--- src/rtl/uart_tx.sv ---
// Buffered 8N1 UART transmitter: valid/ready byte input, FIFO queue, LSB-first
// serialisation at a fixed baud rate derived from the system clock.
module uart_tx #(
  parameter int unsigned CLK_HZ    = 25000000,
  parameter int unsigned BAUD      = 115200,
  parameter int unsigned FIFO_LOG2 = 4
) (
  input  logic       iClk,
  input  logic       iReset,
  input  logic [7:0] iData,
  input  logic       iValid,
  output logic       oReady,
  output logic       oTx,
  output logic       oBusy
);

  localparam int unsigned DIV   = (CLK_HZ + BAUD / 2) / BAUD;
  localparam int unsigned DEPTH = 1 << FIFO_LOG2;
  localparam int unsigned CW    = (DIV > 1) ? $clog2(DIV) : 1;
  localparam logic [CW-1:0]        DIV_M1 = CW'(DIV - 1);
  localparam logic [FIFO_LOG2:0]   FULL   = (FIFO_LOG2 + 1)'(DEPTH);

  localparam logic [1:0] S_IDLE  = 2'd0;
  localparam logic [1:0] S_START = 2'd1;
  localparam logic [1:0] S_DATA  = 2'd2;
  localparam logic [1:0] S_STOP  = 2'd3;

  logic [7:0]           mem [DEPTH];
  logic [FIFO_LOG2-1:0] wr_ptr;
  logic [FIFO_LOG2-1:0] rd_ptr;
  logic [FIFO_LOG2:0]   count;
  logic [1:0]           state;
  logic [CW-1:0]        baud_cnt;
  logic [2:0]           bit_idx;
  logic [7:0]           shift;
  logic                 push;
  logic                 pop;
  logic                 baud_done;

  assign oReady    = (count != FULL);
  assign push      = iValid && oReady;
  assign baud_done = (baud_cnt == '0);
  // The head is taken either from idle or on the final stop cycle, so
  // consecutive frames follow each other with no idle gap.
  assign pop       = (count != '0) &&
                     ((state == S_IDLE) || ((state == S_STOP) && baud_done));
  assign oBusy     = (count != '0) || (state != S_IDLE);

  always_ff @(posedge iClk) begin
    if (push && !iReset) begin
      mem[wr_ptr] <= iData;
    end
  end

  always_ff @(posedge iClk) begin
    if (iReset) begin
      wr_ptr   <= '0;
      rd_ptr   <= '0;
      count    <= '0;
      state    <= S_IDLE;
      baud_cnt <= '0;
      bit_idx  <= '0;
      shift    <= '0;
      oTx      <= 1'b1;
    end else begin
      if (push) wr_ptr <= wr_ptr + 1'b1;
      if (pop)  rd_ptr <= rd_ptr + 1'b1;
      case ({push, pop})
        2'b10:   count <= count + 1'b1;
        2'b01:   count <= count - 1'b1;
        default: count <= count;
      endcase

      // Line level follows the state one cycle later.
      case (state)
        S_START: oTx <= 1'b0;
        S_DATA:  oTx <= shift[0];
        default: oTx <= 1'b1;
      endcase

      case (state)
        S_IDLE: begin
          if (pop) begin
            shift    <= mem[rd_ptr];
            baud_cnt <= DIV_M1;
            state    <= S_START;
          end
        end
        S_START: begin
          if (baud_done) begin
            baud_cnt <= DIV_M1;
            bit_idx  <= '0;
            state    <= S_DATA;
          end else begin
            baud_cnt <= baud_cnt - 1'b1;
          end
        end
        S_DATA: begin
          if (baud_done) begin
            baud_cnt <= DIV_M1;
            shift    <= {1'b0, shift[7:1]};
            if (bit_idx == 3'd7) begin
              state <= S_STOP;
            end else begin
              bit_idx <= bit_idx + 1'b1;
            end
          end else begin
            baud_cnt <= baud_cnt - 1'b1;
          end
        end
        default: begin
          if (baud_done) begin
            if (pop) begin
              shift    <= mem[rd_ptr];
              baud_cnt <= DIV_M1;
              state    <= S_START;
            end else begin
              state <= S_IDLE;
            end
          end else begin
            baud_cnt <= baud_cnt - 1'b1;
          end
        end
      endcase
    end
  end

endmodule

--- config.mk ---
export PLATFORM = sky130hd
export DESIGN_NAME = uart_tx
export DESIGN_NICKNAME = d
export VERILOG_FILES = /design/src/rtl/uart_tx.sv
export SDC_FILE = /design/constraint.sdc
export NUM_CORES = 1
export LEC_CHECK = 0
export BUFFER_PORTS_ARGS = -buffer_cell sky130_fd_sc_hd__buf_2
export CAP_MARGIN = 20
export CELL_PAD_IN_SITES_DETAIL_PLACEMENT = 0
export CELL_PAD_IN_SITES_GLOBAL_PLACEMENT = 1
export CORE_ASPECT_RATIO = 1.5
export CORE_MARGIN = 1.5
export CORE_UTILIZATION = 57
export CTS_CLUSTER_DIAMETER = 100
export DETAILED_ROUTE_END_ITERATION = 10
export GPL_ROUTABILITY_DRIVEN = 0
export PLACE_DENSITY = 0.84
export SLEW_MARGIN = 20
export SYNTH_ARGS = -nofsm -noshare
export SYNTH_HDL_FRONTEND = slang
export SYNTH_SLANG_ARGS = --single-unit
--- constraint.sdc ---
create_clock -name iClk -period 6.9 [get_ports iClk]
set_clock_uncertainty 0.15 [all_clocks]
set_input_delay 1.38 -clock iClk [delete_from_list [all_inputs] [get_ports iClk]]
set_output_delay 1.38 -clock iClk [all_outputs]
set_load 0.02 [all_outputs]
# Word level (Yosys, flattened, before mapping)
# Memory sizes are Yosys's and may differ from the RTL's. A register that Yosys moved wholly into a read port is not among the register bits.
# Cells that the tools add are included.
# op_classes
eq_ne	12
n_mux	25
div_mod_pow	0
n_reduce_logical	18
bitwise	1
n_mul	0
n_lt_le_gt_ge	0
add_sub_neg	6
shifts	0
# op_table
cell	count
8-bit two-way mux	6
8-bit case mux with 3 select lines	1
8-bit case mux with 2 select lines	1
2-bit two-way mux	5
2-bit != test (second input constant)	5
5-bit case mux with 2 select lines	1
3-bit two-way mux	3
4-bit by 1-bit adder with 4-bit output (second input constant)	2
8-bit zero test	1
4-bit two-way mux	2
2-bit nonzero test	4
8-bit by 1-bit subtractor with 8-bit output (second input constant)	1
2-bit == test (second input constant)	3
2-bit case mux with 3 select lines	1
3-bit case mux with 2 select lines	1
5-bit by 1-bit adder with 5-bit output (second input constant)	1
5-bit != test (second input constant)	1
5-bit AND reduction	1
5-bit nonzero test	1
5-bit by 1-bit subtractor with 5-bit output (second input constant)	1
2-bit by 1-bit == test with 1-bit output (second input constant)	2
1-bit logical AND	4
4-bit AND reduction	1
3-bit by 1-bit adder with 3-bit output (second input constant)	1
9 further kinds	12
# totals
mem_bits_rw	128
romBits	0
wordCells	71
latch_bits	0
reg_bits	35
memories	1
input_bits	11
out_inout_bits	3
# memory_table
name	depth	width	read_ports	rd_clocked_by_memory_dff	write_ports	line_no	rtl
mem	16	8	1	1	1	28	logic [7:0] mem [DEPTH];

# Logic depth before layout (Yosys ltp)
# logic_depth
ltp_word	7
depth_mapped	13
depth_no_buf	13

# Worst setup path after synthesis
# No wires, ideal clock.
# synth_path
path_type	in2reg
from	input port iValid
to	register count[4]
stages	9
t_arrival_ns	3.333
path_slack_ns	3.346
cell_sequence	a21boi_1 > inv_1 > ha_1 > ha_1 > nor2b_1 > o21ai_0 > a21oi_1 > or4_1 > a21oi_1
# synth_between
elab_chain_len	3
# synth_lines
item	line_no	rtl
start, declared	11	input logic iValid,
1-bit logical AND (*)	41	assign push = iValid && oReady;
2-bit by 1-bit == test with 1-bit output or 2-bit == test (tied branches)	68	case ({push, pop})
5-bit case mux with 2 select lines or 2-bit nonzero test (tied branches)	n/a	
end signal, assigned	69	2'b10: count <= count + 1'b1;
end signal, assigned	70	2'b01: count <= count - 1'b1;
end signal, assigned	71	default: count <= count;
end, declared	31	logic [FIFO_LOG2:0] count;
# Every way passes the cells marked *; elsewhere a longest branch is shown, timed or not.
# A chain may end at the register's enable or synchronous reset.

# Final worst setup path
# layout_path
from	register baud_cnt[0]
to	register count[4]
# layout_between
elab_chain_len	6
# layout_lines
item	line_no	rtl
start, declared	33	logic [CW-1:0] baud_cnt;
start signal, assigned	95	baud_cnt <= baud_cnt - 1'b1;
start signal, assigned	108	baud_cnt <= baud_cnt - 1'b1;
start signal, assigned	121	baud_cnt <= baud_cnt - 1'b1;
8-bit zero test (*)	42	assign baud_done = (baud_cnt == '0);
1-bit logical AND (*)	46	((state == S_IDLE) || ((state == S_STOP) && baud_done));
1-bit logical OR (*)	46	
1-bit logical AND (*)	45	assign pop = (count != '0) &&
via pop	37	logic pop;
2-bit by 1-bit == test with 1-bit output or 2-bit == test (tied branches)	68	
5-bit case mux with 2 select lines or 2-bit nonzero test (tied branches)	n/a	
# Mark *: on every way through the listed nets, which the timed path passes. The rest lies on a longest branch.

==> metrics.md <==
| Metric | Value |
|---|---|
| Switching share of power | 32.1% |
| Final worst slack | 3.22 ns |
| Initial DRC Count | 272 |
| Max cap viols | 0 |
| Overall routing resource usage | 23.6% |
| Flop pwr share | 38.8% |
| Synth-to-layout area growth | 11.2% |
| IO Port Bufs | 13 |
| Routed via count | 4011 |
| Post-CTS setup buffers | 0 |
| Endpoint class of the critical path | flop |
| Dpl cells | 633 |
| Crit path arrival time | 3.88 ns |
| Final hold violation count | 0 |
| Final Non-Filler Cells | 665 |
| Chip Height | 139 um |
| Synthesized Nets | 518 |
| Floorplan row count | 49 |
| # diodes | 0 |
| Commonest non-fill, non-tap cell in the layout | edfxtp_1 |
| Top FF cell, synth | edfxtp_1 |
| Sink Count | 167 |
| Layout Nets | 528 |
| Clock period minus worst slack | 3.68 ns |
| Yosys warnings | 0 |
| Unrepaired setup endpoints after global routing | false |
| First-pass iteration count of the detailed router | 5 |
| Hold_ws | 0.306 ns |
| Worst VDD drop | 0.000289 V |
| Most frequent cells in the layout | 128 x edfxtp_1, 41 x nor2_1, 38 x dfxtp_1 |
| Slew HR | 38.4% |
| Resized cells post-CTS | 0 |
| Post-route ant nets | 0 |
| Synth top area cells | edfxtp_1 54%, dfxtp_1 11%, mux4_2 5.7% |
| Psw | 1010 uW |
| Filler instances | 906 |
| Critical path class | flop to flop |
| Largest net degree at the start of global routing | 47 |
| Synth Cell Area | 0.00706 mm^2 |
| Share of layout cells above drive strength 1 | 15.6% |
| Final wirelength | 14.1 mm |
| Worst Tran Pin Value | 0.924 ns |
| Status | complete, no violations |
| Vias in the first global route | 4214 |
| Area share of the largest cell type after synthesis | 54.5% |
| HP Class | flop to flop |
| Period utilization | 53.4% |
| Root buffer cell | clkbuf_16 |
| Setup_tns | 0 ns |
| First-pass GRT wire length | 22.5 mm |
| Worst slack, placed | 2.88 ns |
| DR vias/cell | 6.03 |
| # IOs | 14 |
| PwrDens | 402 mW/mm^2 |
| Crit-path max FO | 8 |
| Std-Cell Core Area | 0.0120 mm^2 |
| Post-synth EDFFs | 128 |
| Bufs on Longest Clock Path | 2 |
| Syn Inst Count | 489 |
| Comb power frac | 30.8% |
| Crit path required time | 7.10 ns |
| Largest area contributor in the netlist | edfxtp_1 |
| Drc violations | 0 |
| Sequential element share of the synthesized area | 65.5% |
| FFs w/ async S/R, synth | 0% |
| Pleak | 0.00260 uW |
| Post-CTS Hold Buffers | 0 |
| Post-synth cell types | 52 |
| Highest clock rate | 272 MHz |
| CTS tree | done |
| Startpoint types | flop |
| Clock network fraction of total power | 30.4% |
| Initial Utilization | 58.7% |
| Clock latency on the worst-skew pair | 0.42 ns |
| Grt ovf | 0 |
| Total Power | 3160 uW |
| Max-slew violations | 0 |
| Die width | 93.8 um |
| Die Area | 0.0131 mm^2 |
| HPWL Detailed | 9.22 mm |
| CTS Buf Count | 17 |
| Initial antenna violation count | 0 |
| Cell internal pwr | 2140 uW |
| H-tree levels | 4 |
| Wire length per cell | 21.2 um |
| Clock-pin slew on the worst setup and hold paths | 0.06 ns |
| Yosys reg bits | 167 |
| Synthesized area per cell | 14.4 um^2 |
| Final Setup Violations | 0 |
==> layer usage <==
layer,share of wire (%),vias up,GRT usage (%)
li1,-,1883,-
met1,38,2002,27.0
met2,56,103,43.1
met3,3.9,23,4.81
met4,2.0,0,8.48
met5,0,-,0
==> cells in the mapped netlist, types with 8 or more instances <==
cell type / number
nand2b_1: 8
dfxtp_1: 39
edfxtp_1: 128
ha_1: 17
o21ai_0: 10
nor3_1: 8
inv_1: 20
a21oi_1: 26
nand2_1: 22
mux2i_1: 33
clkbuf_1: 15
a221oi_1: 13
nor2_1: 41
mux4_2: 18
==> per-stage QoR <==
stage                     utilization [%]  cell area, um^2
after floorplan                         -             7060
after global placement               60.1             7220
after detailed placement             60.2             7230
after CTS                            65.2             7840
after global routing                 65.3             7850
final                                65.3             7850
==> critical path, stage by stage (launching register included) <==
cell and delay [ns]:
dfxtp_1 0.34, inv_1 0.07, ha_1 0.17, nor3b_2 0.48, a31oi_1 0.34, nor2_1 0.31, ha_1 0.28, inv_1 0.10
fa_1 0.38, nor2b_1 0.15, o21ai_0 0.11, and3_1 0.21, or4_1 0.39, a21oi_1 0.14
==> worst paths after layout <==
| kind | startpoint | end | slack, ns | cells past startpoint |
|---|---|---|---|---|
| worst max-delay path | baud_cnt[0] | count[4] | 3.22 | 13 |
| worst min-delay path | bit_idx[1] | bit_idx[1] | 0.31 | 2 |
| worst max register to register | baud_cnt[0] | count[4] | 3.22 | 13 |
| worst min register to register | bit_idx[1] | bit_idx[1] | 0.31 | 2 |
==> power groups by stage <==
| stage | clock, uW | sequential, uW | combinational, uW |
|---|---|---|---|
| floorplan | 0 | 1230 | 760 |
| global placement | 0 | 1240 | 953 |
| detailed placement | 0 | 1250 | 973 |
| CTS | 969 | 1220 | 981 |
| global route | 1000 | 1240 | 1080 |
| finish | 959 | 1220 | 972 |
==> kinds of logic after synthesis <==
kind of cell	synth area share, %
flip-flops	65.5
AND/OR/NAND/NOR	7.94
AO/OA/AOI/OAI	8.00
multiplexers	11.4
buffers and inverters	2.59
adder cells (fa/ha/maj)	3.30
XOR/XNOR	1.24
==> final cells by class <==
| cell class | count | area (um^2) | share of cell area (%) |
|---|---|---|---|
| multi-input cells | 278 | 2270 | 28.9 |
| well taps | 153 | 191 | 2.44 |
| clock inverters | 14 | 175 | 2.23 |
| clock buffers | 18 | 429 | 5.47 |
| inverters | 20 | 75.1 | 0.957 |
| flip-flops and latches | 167 | 4630 | 59.0 |
| repair buffers | 15 | 80.1 | 1.02 |
==> sequential cells by signal, summed over array words and instances (netlist names), named ones only <==
| signal | cells |
|---|---|
| shift | 8 |
| mem | 128 |
| rd_ptr | 4 |
| bit_idx | 3 |
| baud_cnt | 8 |
| wr_ptr | 4 |
| count | 5 |
| oTx | 1 |
| state | 2 |
Note: power is estimated with default switching activity, not from simulation.
